[src/rtl/alu_pkg.sv]
// Shared definitions for the ALU command sequencer: op codes, FSM states and default widths.
package alu_pkg;

    localparam int ALU_WIDTH = 4;
    localparam int ALU_OP_W  = 3;

    localparam logic [2:0] ALU_ADD = 3'b000;
    localparam logic [2:0] ALU_SUB = 3'b001;
    localparam logic [2:0] ALU_NOT = 3'b010;
    localparam logic [2:0] ALU_AND = 3'b011;
    localparam logic [2:0] ALU_OR  = 3'b100;
    localparam logic [2:0] ALU_XOR = 3'b101;
    localparam logic [2:0] ALU_SLT = 3'b110;
    localparam logic [2:0] ALU_EQ  = 3'b111;

    typedef enum logic [1:0] {
        IDLE   = 2'd0,
        SETTLE = 2'd1,
        RESP   = 2'd2
    } seq_state_t;

endpackage

[src/rtl/alu_seq.sv]
// Command/response sequencer for the external 4-bit combinational ALU with a chaining accumulator.
// Optional ALU_SEQ_ZFIX_EN: derive the response zero flag locally from the captured result.
//
// state  | meaning
// IDLE   | ready for a command, ALU operands hold the previous command
// SETTLE | operands driven, settle down-counter running toward capture
// RESP   | response held until the consumer takes it
module alu_seq
    import alu_pkg::*;
#(
    parameter int WIDTH         = ALU_WIDTH,
    parameter int OP_W          = ALU_OP_W,
    parameter int SETTLE_CYCLES = 1
) (
    input  logic             clk,
    input  logic             rst_n,
    input  logic             cmd_valid,
    output logic             cmd_ready,
    input  logic [OP_W-1:0]  cmd_op,
    input  logic [WIDTH-1:0] cmd_a,
    input  logic [WIDTH-1:0] cmd_b,
    input  logic             cmd_use_acc,
    output logic [WIDTH-1:0] alu_a,
    output logic [WIDTH-1:0] alu_b,
    output logic [OP_W-1:0]  alu_select,
    input  logic [WIDTH-1:0] alu_result,
    input  logic             alu_c,
    input  logic             alu_z,
    input  logic             alu_overflow,
    output logic             rsp_valid,
    input  logic             rsp_ready,
    output logic [WIDTH-1:0] rsp_result,
    output logic             rsp_c,
    output logic             rsp_z,
    output logic             rsp_ov,
    output logic [WIDTH-1:0] acc,
    output logic             busy
);

    seq_state_t state, state_next;
    logic [3:0] settle_cnt;
    logic       cap_z;
    logic       accept;
    logic       capture;

    assign cmd_ready = (state == IDLE);
    assign rsp_valid = (state == RESP);
    assign busy      = (state != IDLE);
    assign accept    = cmd_valid && cmd_ready;
    assign capture   = (state == SETTLE) && (settle_cnt == 4'd0);

`ifdef ALU_SEQ_ZFIX_EN
    assign cap_z = (alu_result == '0);
`else
    assign cap_z = alu_z;
`endif

    always_ff @(posedge clk or negedge rst_n) begin
        if (!rst_n) state <= IDLE;
        else        state <= state_next;
    end

    always_comb begin
        state_next = state;
        case (state)
            IDLE:    if (accept) state_next = SETTLE;
            SETTLE:  if (capture) state_next = RESP;
            RESP:    if (rsp_ready) state_next = IDLE;
            default: state_next = IDLE;
        endcase
    end

    // Operands stay registered after the response so the ALU inputs never glitch between commands.
    always_ff @(posedge clk or negedge rst_n) begin
        if (!rst_n) begin
            alu_a      <= '0;
            alu_b      <= '0;
            alu_select <= '0;
            settle_cnt <= 4'd0;
        end else if (accept) begin
            alu_a      <= cmd_use_acc ? acc : cmd_a;
            alu_b      <= cmd_b;
            alu_select <= cmd_op;
            settle_cnt <= 4'(SETTLE_CYCLES - 1);
        end else if (state == SETTLE && settle_cnt != 4'd0) begin
            settle_cnt <= settle_cnt - 4'd1;
        end
    end

    always_ff @(posedge clk or negedge rst_n) begin
        if (!rst_n) begin
            rsp_result <= '0;
            rsp_c      <= 1'b0;
            rsp_z      <= 1'b0;
            rsp_ov     <= 1'b0;
            acc        <= '0;
        end else if (capture) begin
            rsp_result <= alu_result;
            rsp_c      <= alu_c;
            rsp_z      <= cap_z;
            rsp_ov     <= alu_overflow;
            acc        <= alu_result;
        end
    end

endmodule

[config.mk]
export PLATFORM = sky130hd
export DESIGN_NAME = alu_seq
export DESIGN_NICKNAME = d
export VERILOG_FILES = /design/src/rtl/alu_pkg.sv /design/src/rtl/alu_seq.sv
export SDC_FILE = /design/constraint.sdc
export NUM_CORES = 1
export LEC_CHECK = 0
export ABC_AREA = 1
export BUFFER_PORTS_ARGS = -buffer_cell sky130_fd_sc_hd__buf_4
export CAP_MARGIN = 0
export CORE_UTILIZATION = 40
export DETAILED_ROUTE_END_ITERATION = 10
export MAX_ROUTING_LAYER = met4
export PLACE_DENSITY_LB_ADDON = 0.05
export RECOVER_POWER = 50
export SETUP_SLACK_MARGIN = 0.05
export SLEW_MARGIN = 30
export SYNTH_ARGS = -nofsm -noshare
export SYNTH_HDL_FRONTEND = slang
export SYNTH_SLANG_ARGS = --single-unit
export TNS_END_PERCENT = 10
[constraint.sdc]
create_clock -name clk -period 1.51 [get_ports clk]
set_clock_uncertainty 0.05 [all_clocks]
set_input_delay 0.151 -clock clk [delete_from_list [all_inputs] [get_ports clk]]
set_output_delay 0.151 -clock clk [all_outputs]
set_load 0.01 [all_outputs]
Yosys cells after proc, flatten, opt, wreduce, memory -nomap -nowiden
Cells that the tools add are included.
{"block": "totals", "reg_bits": 24, "in_bits": 23, "word_cells": 31}
{"block": "op_classes", "n_addsub": 1, "n_eq_ne": 5, "n_mux": 7, "n_reduce_logical": 9}
{"cell": "2-to-1 mux 4 bit", "count": 3}
{"cell": "2-to-1 mux 2 bit", "count": 3}
{"cell": "case mux 2 bit (3 select lines)", "count": 1}
{"cell": "zero test 4 bit", "count": 1}
{"cell": "inequality test 2 x 1 -> 1 bit, second input constant", "count": 2}
{"cell": "nonzero test 2 bit", "count": 2}
{"cell": "nonzero test 4 bit", "count": 1}
{"cell": "subtractor 4 x 1 -> 4 bit, second input constant", "count": 1}
{"cell": "logical AND 1 bit", "count": 3}
{"cell": "AND reduction 3 bit", "count": 1}
{"cell": "== test 2 x 1 -> 1 bit, second input constant", "count": 1}
{"cell": "== test 2 bit, second input constant", "count": 1}
{"cell": "zero test 2 bit", "count": 1}
{"cell": "inequality test 2 bit, second input constant", "count": 1}

Logic depth before layout (Yosys ltp)
Gate-level depths: netlist of run 1.
{"block": "depth", "depth_word": 4, "mapped_depth": 7, "ltp_nobuf": 7}

Worst setup path before layout of run 1
Ideal clock, no wire load.
{"block": "synth_timing", "path_type": "register -> register", "start": "register settle_cnt[0]", "end": "register rsp_c", "arrival_time_ps": 1052, "path_slack_ps": 290, "stages_incl_launch_ff": 7, "synth_period_minus_slack_ps": 1220, "path_cell_list": "dfrtp_1 -> inv_1 -> ha_1 -> nand3_2 -> buf_6 -> nand2_1 -> o21ai_2"}
{"block": "synth_between", "elab_chain_cells": 2}
{"element": "from (decl)", "line_no": "alu_seq.sv:41", "rtl": "logic [3:0] settle_cnt;"}
{"element": "from (signal assigned)", "line_no": "alu_seq.sv:84", "rtl": "settle_cnt <= 4'(SETTLE_CYCLES - 1);"}
{"element": "from (signal assigned)", "line_no": "alu_seq.sv:86", "rtl": "settle_cnt <= settle_cnt - 4'd1;"}
{"element": "zero test 4 bit", "line_no": "alu_seq.sv:50", "rtl": "assign capture = (state == SETTLE) && (settle_cnt == 4'd0);"}
{"element": "logical AND 1 bit", "line_no": "alu_seq.sv:50"}
{"element": "to (signal assigned)", "line_no": "alu_seq.sv:99", "rtl": "rsp_c <= alu_c;"}
{"element": "to (decl)", "line_no": "alu_seq.sv:33", "rtl": "output logic rsp_c,"}
Every way passes these cells.
A chain may end at the register's enable or synchronous reset.

Worst setup path in the final report of run 1
{"block": "layout_timing", "start": "register settle_cnt[0]", "end": "register settle_cnt[3]"}
{"block": "layout_between", "elab_chain_cells": 3, "word_cells_on_any_way": 6}
{"element": "subtractor 4 x 1 -> 4 bit / nonzero test 4 bit (equally long branches)", "line_no": "alu_seq.sv:86, alu_seq.sv:85"}
{"element": "2-to-1 mux 4 bit / logical AND 1 bit (equally long branches)", "line_no": "alu_seq.sv:85", "rtl": "end else if (state == SETTLE && settle_cnt != 4'd0) begin"}
{"element": "2-to-1 mux 4 bit / nonzero test 2 bit (equally long branches)"}
Several ways; a longest one is shown, not always the timed one. The select of a mux whose other input is x is not followed.

==> results of run 1 <==
-- registers in the layout (all words and copies together), names as in the netlist --
signal	flops
acc	4
alu_a	4
alu_b	4
settle_cnt	4
alu_select	3
state	2
rsp_c	1
rsp_ov	1
rsp_z	1
-- stage by stage --
stage	utilization [%]	TNS [ps]
2_1_floorplan	-	0
3_3_place_gp	57.2	0
3_5_place_dp	57.2	0
4_1_cts	63.9	0
5_1_grt	62.1	-2.03
6_report	62.1	0
-- report_power, final --
| group | internal [mW] | total (mW) | switching (mW) |
|---|---|---|---|
| sequential | 0.940 | 1.13 | 0.193 |
| clock | 0.268 | 0.473 | 0.205 |
| combinational | 0.631 | 1.46 | 0.833 |
| total | 1.84 | 3.07 | 1.23 |
-- final timing paths --
path | startpoint | cells after the start | slack [ps] | end
max | settle_cnt[0] | 7 | 130 | settle_cnt[3]
min | alu_overflow | 3 | 9 | rsp_ov
max reg2reg | settle_cnt[0] | 7 | 130 | settle_cnt[3]
min reg2reg | rsp_ov | 2 | 440 | rsp_ov
max in group asynchronous | rst_n | 2 | 740 | alu_b[3]
min in group asynchronous | rst_n | 2 | 290 | alu_select[1]
-- metal layers --
layer | vias to the layer above | part of all wire (%) | routed length, um
li1 | 499 | - | -
met1 | 407 | 48 | 1100
met2 | 31 | 46 | 1060
met3 | 4 | 5.0 | 116
met4 | 0 | 1.4 | 32
met5 | - | 0 | 0
-- final cells by class --
| type | instances | area [sq um] |
|---|---|---|
| clock buffer | 3 | 22.5 |
| clock inverter | 1 | 30.0 |
| fill | 224 | 963 |
| inverter | 15 | 56.3 |
| multi-input combinational | 80 | 412 |
| sequential | 24 | 601 |
| tap | 30 | 37.5 |
| timing repair buffer | 59 | 423 |
-- cell usage after synthesis, drive strengths merged --
cell and number:
nand2 42, ha 2, dfrtp 24, xor2 1, nand3 9, o31ai 1
o21ai 12, nor2 9, inv 15, a21oi 4, buf 7
-- cell families (layout without fill, tap and decap cells) --
logic type | after synthesis | after routing | synth area share (%)
AO/OA/AOI/OAI | 17 | 17 | 10.3
XOR/XNOR | 1 | 1 | 0.789
adder cells (fa/ha/maj) | 2 | 2 | 2.25
buffers and inverters | 22 | 78 | 9.70
flip-flops | 24 | 24 | 54.1
AND/OR/NAND/NOR | 60 | 60 | 22.9
-- repair_timing --
item                                    4_1_cts  5_1_grt
buffers inserted                              0        0
endpoints found under the setup margin        4       10
hold buffers                                 11        0
endpoints found under the hold margin        34        0
gates resized for setup                       1        1
-- worst max-delay path, stage by stage, from the launching register on --
cell	delay [ps]
dfrtp_1	400
inv_1	130
ha_1	240
nand2_1	100
nand2_2	140
inv_1	90
nand3_1	80
nand2_1	50
==> reports/results.tsv, run 1 <==
metric	value	unit
Synth area leader	dfrtp_1	
status	finished clean	
Initial DRC Count	32	
Non-Filler Instances	212	
core area	2540	sq um
Routed WL	2310	um
pwr dens	1940	nW/um^2
Reg clk slew, reported paths	140	ps
Residual DRC	0	
max-slew violations	0	
H-tree level count	1	
Chip Width	54.7	um
design area	1580	sq um
CP startpoint kind	register	
crit end category	register	
nets@finish	208	
most frequent cells in the layout	nand2_1 (40), buf_4 (35), dfrtp_1 (24), inv_1 (14), clkbuf_1 (12)	
fmax	725	MHz
die height	54.7	um
vias in the first global route	809	
global-route wire length before repair	3460	um
most common cell after layout, fill and taps aside	nand2_1	
drt first pass iters	4	
critical path class	register to register	
Post-Syn Nets	151	
Synth top area share	54.1	%
CTS Buf Count	3	
GRT busiest layer	met2	
Routed WL per cell	10.9	um
CTS Root Cell	clkbuf_4	
Arr. time, crit path	1560	ps
initial antenna violation count	0	
Initial Util	43.6	%
placed cells	197	
Mapped Avg Cell Area	8.81	sq um
pre-CTS WS	62.7	ps
VDD IR-drop max	0.00115	V
Crit Path Max Fanout	7	
Sink Count	24	
clk buf depth	2	
number of port buffers	47	
Syn-to-layout area delta	42.5	%
Yosys cell types	20	
Setup-failing EPs final	0	
clock network latency to the later pin of the worst-skew pair	320	ps
gp weighted congestion	0.726	
CTS tree	done	
hold crit path type	primary input to register	
dpl hpwl	1620	um
Worst Path Required	1690	ps
# diodes	0	
Gate Count Post-Synth	126	
Final Power	3.07	mW
Via Count	941	
ANT nets after route	0	
Slew headroom	61.2	%
Final min period	1380	ps
Tcrit/Tclk final	91.4	%
FF+latch count, synth	24	
met3 Usage GRT	3.06	%
Area contributors post-synth	dfrtp_1 (54%), nand2_1 (14%), inv_1 (4.7%)	
Fin. Hold Viols	0	
cell row count	18	
largest net degree at the start of global routing	25	
RSZ-0062 raised after global routing	true	
Yosys Warn Count	0	
DIE AREA	2990	sq um
met2 GRT Util	25.9	%
I/O pin count	48	
Hold WS	8.77	ps
layout cells sized above 1	29.1	%
synthesized cell area	1110	sq um
Leak	0.840	nW
area post-placement	1460	sq um
grt total ovfl	0	
Worst Slack Setup Final	130	ps
Worst-Margin Slew	582	ps
M1 GR Usage	22.1	%
Seq/Total Area, Yosys	54.1	%
routed vias/inst	4.44	
MaxCap Viol Count	0	
GR Util All Layers	17.3	%
Power figures use the tool's default switching activity.
==> run 2: changes to the inputs <==
clock period = 1.4 ns   (was 1.51 ns; I/O delays follow)
==> run 2 against run 1 <==
Compared with the run above: cell count stayed put; largest power group unchanged; worst setup slack lost 15 ps; sequential share of layout area grew 0.77 points; highest routed layer unchanged; power is 2.1% higher; cell area is 1.6% lower; non-clock buffer count up 1; utilization is 0.98 points lower; via count grew 2.9%.
==> reports/results.tsv, run 2 (synthesized netlist as in run 1, its figures left out) <==
metric	value	unit	change
placed cells	200		+1.5%
Post-CTS Setup Bufs	0		unchanged
CTS tree	done		
Reg clk slew, reported paths	130	ps	about the same
# diodes	0		unchanged
Critical R2R Capture	alu_a[0]		
fmax	778	MHz	
worst r2r src	state[0]		
Initial DRC Count	15		-53%
Layout Utilization	61.2	%	-0.98 points
RSZ-0062 raised after global routing	true		
WHS Endpoint	acc[2]		
Hold WS	13.6	ps	+4.81 ps
most frequent cells in the layout	nand2_1 (40), buf_4 (38), dfrtp_1 (22), inv_1 (14), clkbuf_1 (12)		
number of port buffers	47		unchanged
CP top delay family	flip-flops		
layout cells sized above 1	31.9	%	+2.7 points
gp weighted congestion	0.746		+2.9%
Final min period	1280	ps	
core area	2540	sq um	unchanged
grt total ovfl	0		unchanged
crit end category	output pin		
Worst-Margin Slew	584	ps	+2.01 ps
pwr dens	2010	nW/um^2	+3.7%
Initial Util	43.6	%	unchanged
Chip Width	54.7	um	unchanged
CP startpoint kind	register		
Routed WL per cell	10.7	um	-1.4%
Syn-to-layout area delta	40.2	%	
Fin. Hold Viols	0		unchanged
reg2reg path depth	5		-2
Routed WL	2280	um	-1.4%
Buffers & Inverters on Critical Path	2		unchanged
Crit Path Max Fanout	4		-3
Tcrit/Tclk final	91.8	%	
hold path depth	3		unchanged
routed vias/inst	4.57		+2.9%
clock network latency to the later pin of the worst-skew pair	310	ps	about the same
Non-Filler Instances	212		unchanged
Via Count	968		+2.9%
nets@finish	209		+0.48%
drt first pass iters	3		-1
GR Util All Layers	16.3	%	-1.0 points
hold crit path type	primary input to register		
I/O pin count	48		unchanged
Hold Crit Start	alu_result[2]		
worst-path cell with the longest stage delay	dfrtp_2		
H-tree level count	1		unchanged
CTS Root Cell	clkbuf_4		
Sink Count	24		unchanged
most common cell after layout, fill and taps aside	nand2_1		
global-route wire length before repair	3340	um	-3.4%
ANT nets after route	0		unchanged
max-slew violations	0		unchanged
largest net degree at the start of global routing	25		unchanged
Residual DRC	0		unchanged
FILL cells	249		+11%
Worst R2R Setup Slack	130	ps	about the same
vias in the first global route	776		-4.1%
die height	54.7	um	unchanged
Setup TNS Final	0	ps	unchanged
VDD IR-drop max	0.00115	V	+0.10%
status	finished clean		
Setup-failing EPs final	0		unchanged
cell breakdown of the critical path	nor2_4, inv_1, buf_4		
area post-placement	1480	sq um	+1.5%
Slew headroom	61.1	%	-0.13 points
initial antenna violation count	0		unchanged
Leak	0.828	nW	-1.5%
clk buf depth	2		unchanged
cell row count	18		unchanged
crit path from	state[0]		
design area	1560	sq um	-1.6%
MaxCap Viol Count	0		unchanged
critical path class	register to output pin		
dpl hpwl	1550	um	-4.2%
DIE AREA	2990	sq um	unchanged
Arr. time, crit path	1090	ps	-470 ps
CTS Buf Count	3		unchanged
Max stage delay on crit path	460	ps	+60 ps
Worst Path Required	1210	ps	-480 ps
-- run 2: final cells by class --
class | count | area, sq um | share of cell area (%)
flip-flops and latches | 24 | 603 | 38.7
clock buffers | 3 | 22.5 | 1.45
repair buffers | 60 | 425 | 27.3
multi-input cells | 80 | 412 | 26.4
well taps | 30 | 37.5 | 2.41
inverters | 15 | 56.3 | 3.62
-- run 2: worst max-delay path by stage --
stage | cells after the start | slack (ps) | end
floorplan | 6 | 180 | rsp_c
global placement | 5 | 130 | alu_a[1]
detailed placement | 5 | 110 | alu_a[0]
CTS | 3 | 60 | busy
global route | 4 | 40 | alu_a[1]
finish | 3 | 120 | busy
-- run 2: routing by layer --
layer / track usage (%) / routed length, um / up-vias / share of wire [%]
met4: 6.41 / 15 / 0 / 0.66
met2: 23.7 / 1050 / 25 / 46
li1: - / - / 499 / -
met1: 22.5 / 1110 / 442 / 49
met3: 2.50 / 100 / 2 / 4.4
met5: - / 0 / - / 0
-- run 2: worst min-delay path, cell delays in order --
cell	delay [ps]
buf_4	80
nor2_1	40
a21oi_2	80
-- run 2: through the flow --
step / setup WS, ps / power, mW
2_1_floorplan: 180 / 2.25
3_3_place_gp: 129 / 2.92
3_5_place_dp: 115 / 2.95
4_1_cts: 61.8 / 3.28
5_1_grt: 43.7 / 3.42
6_report: 115 / 3.13
-- run 2: repair_timing --
item	4_1_cts	5_1_grt
hold buffers	9	0
endpoints found under the hold margin	32	0
endpoints found under the setup margin	0	16
gates resized for setup	0	5
-- run 2: power breakdown --
group | internal, mW | switching, mW | total [mW]
registers | 1.02 | 0.216 | 1.23
clock network | 0.100 | 0.196 | 0.296
logic | 0.716 | 0.887 | 1.60
total | 1.84 | 1.30 | 3.13
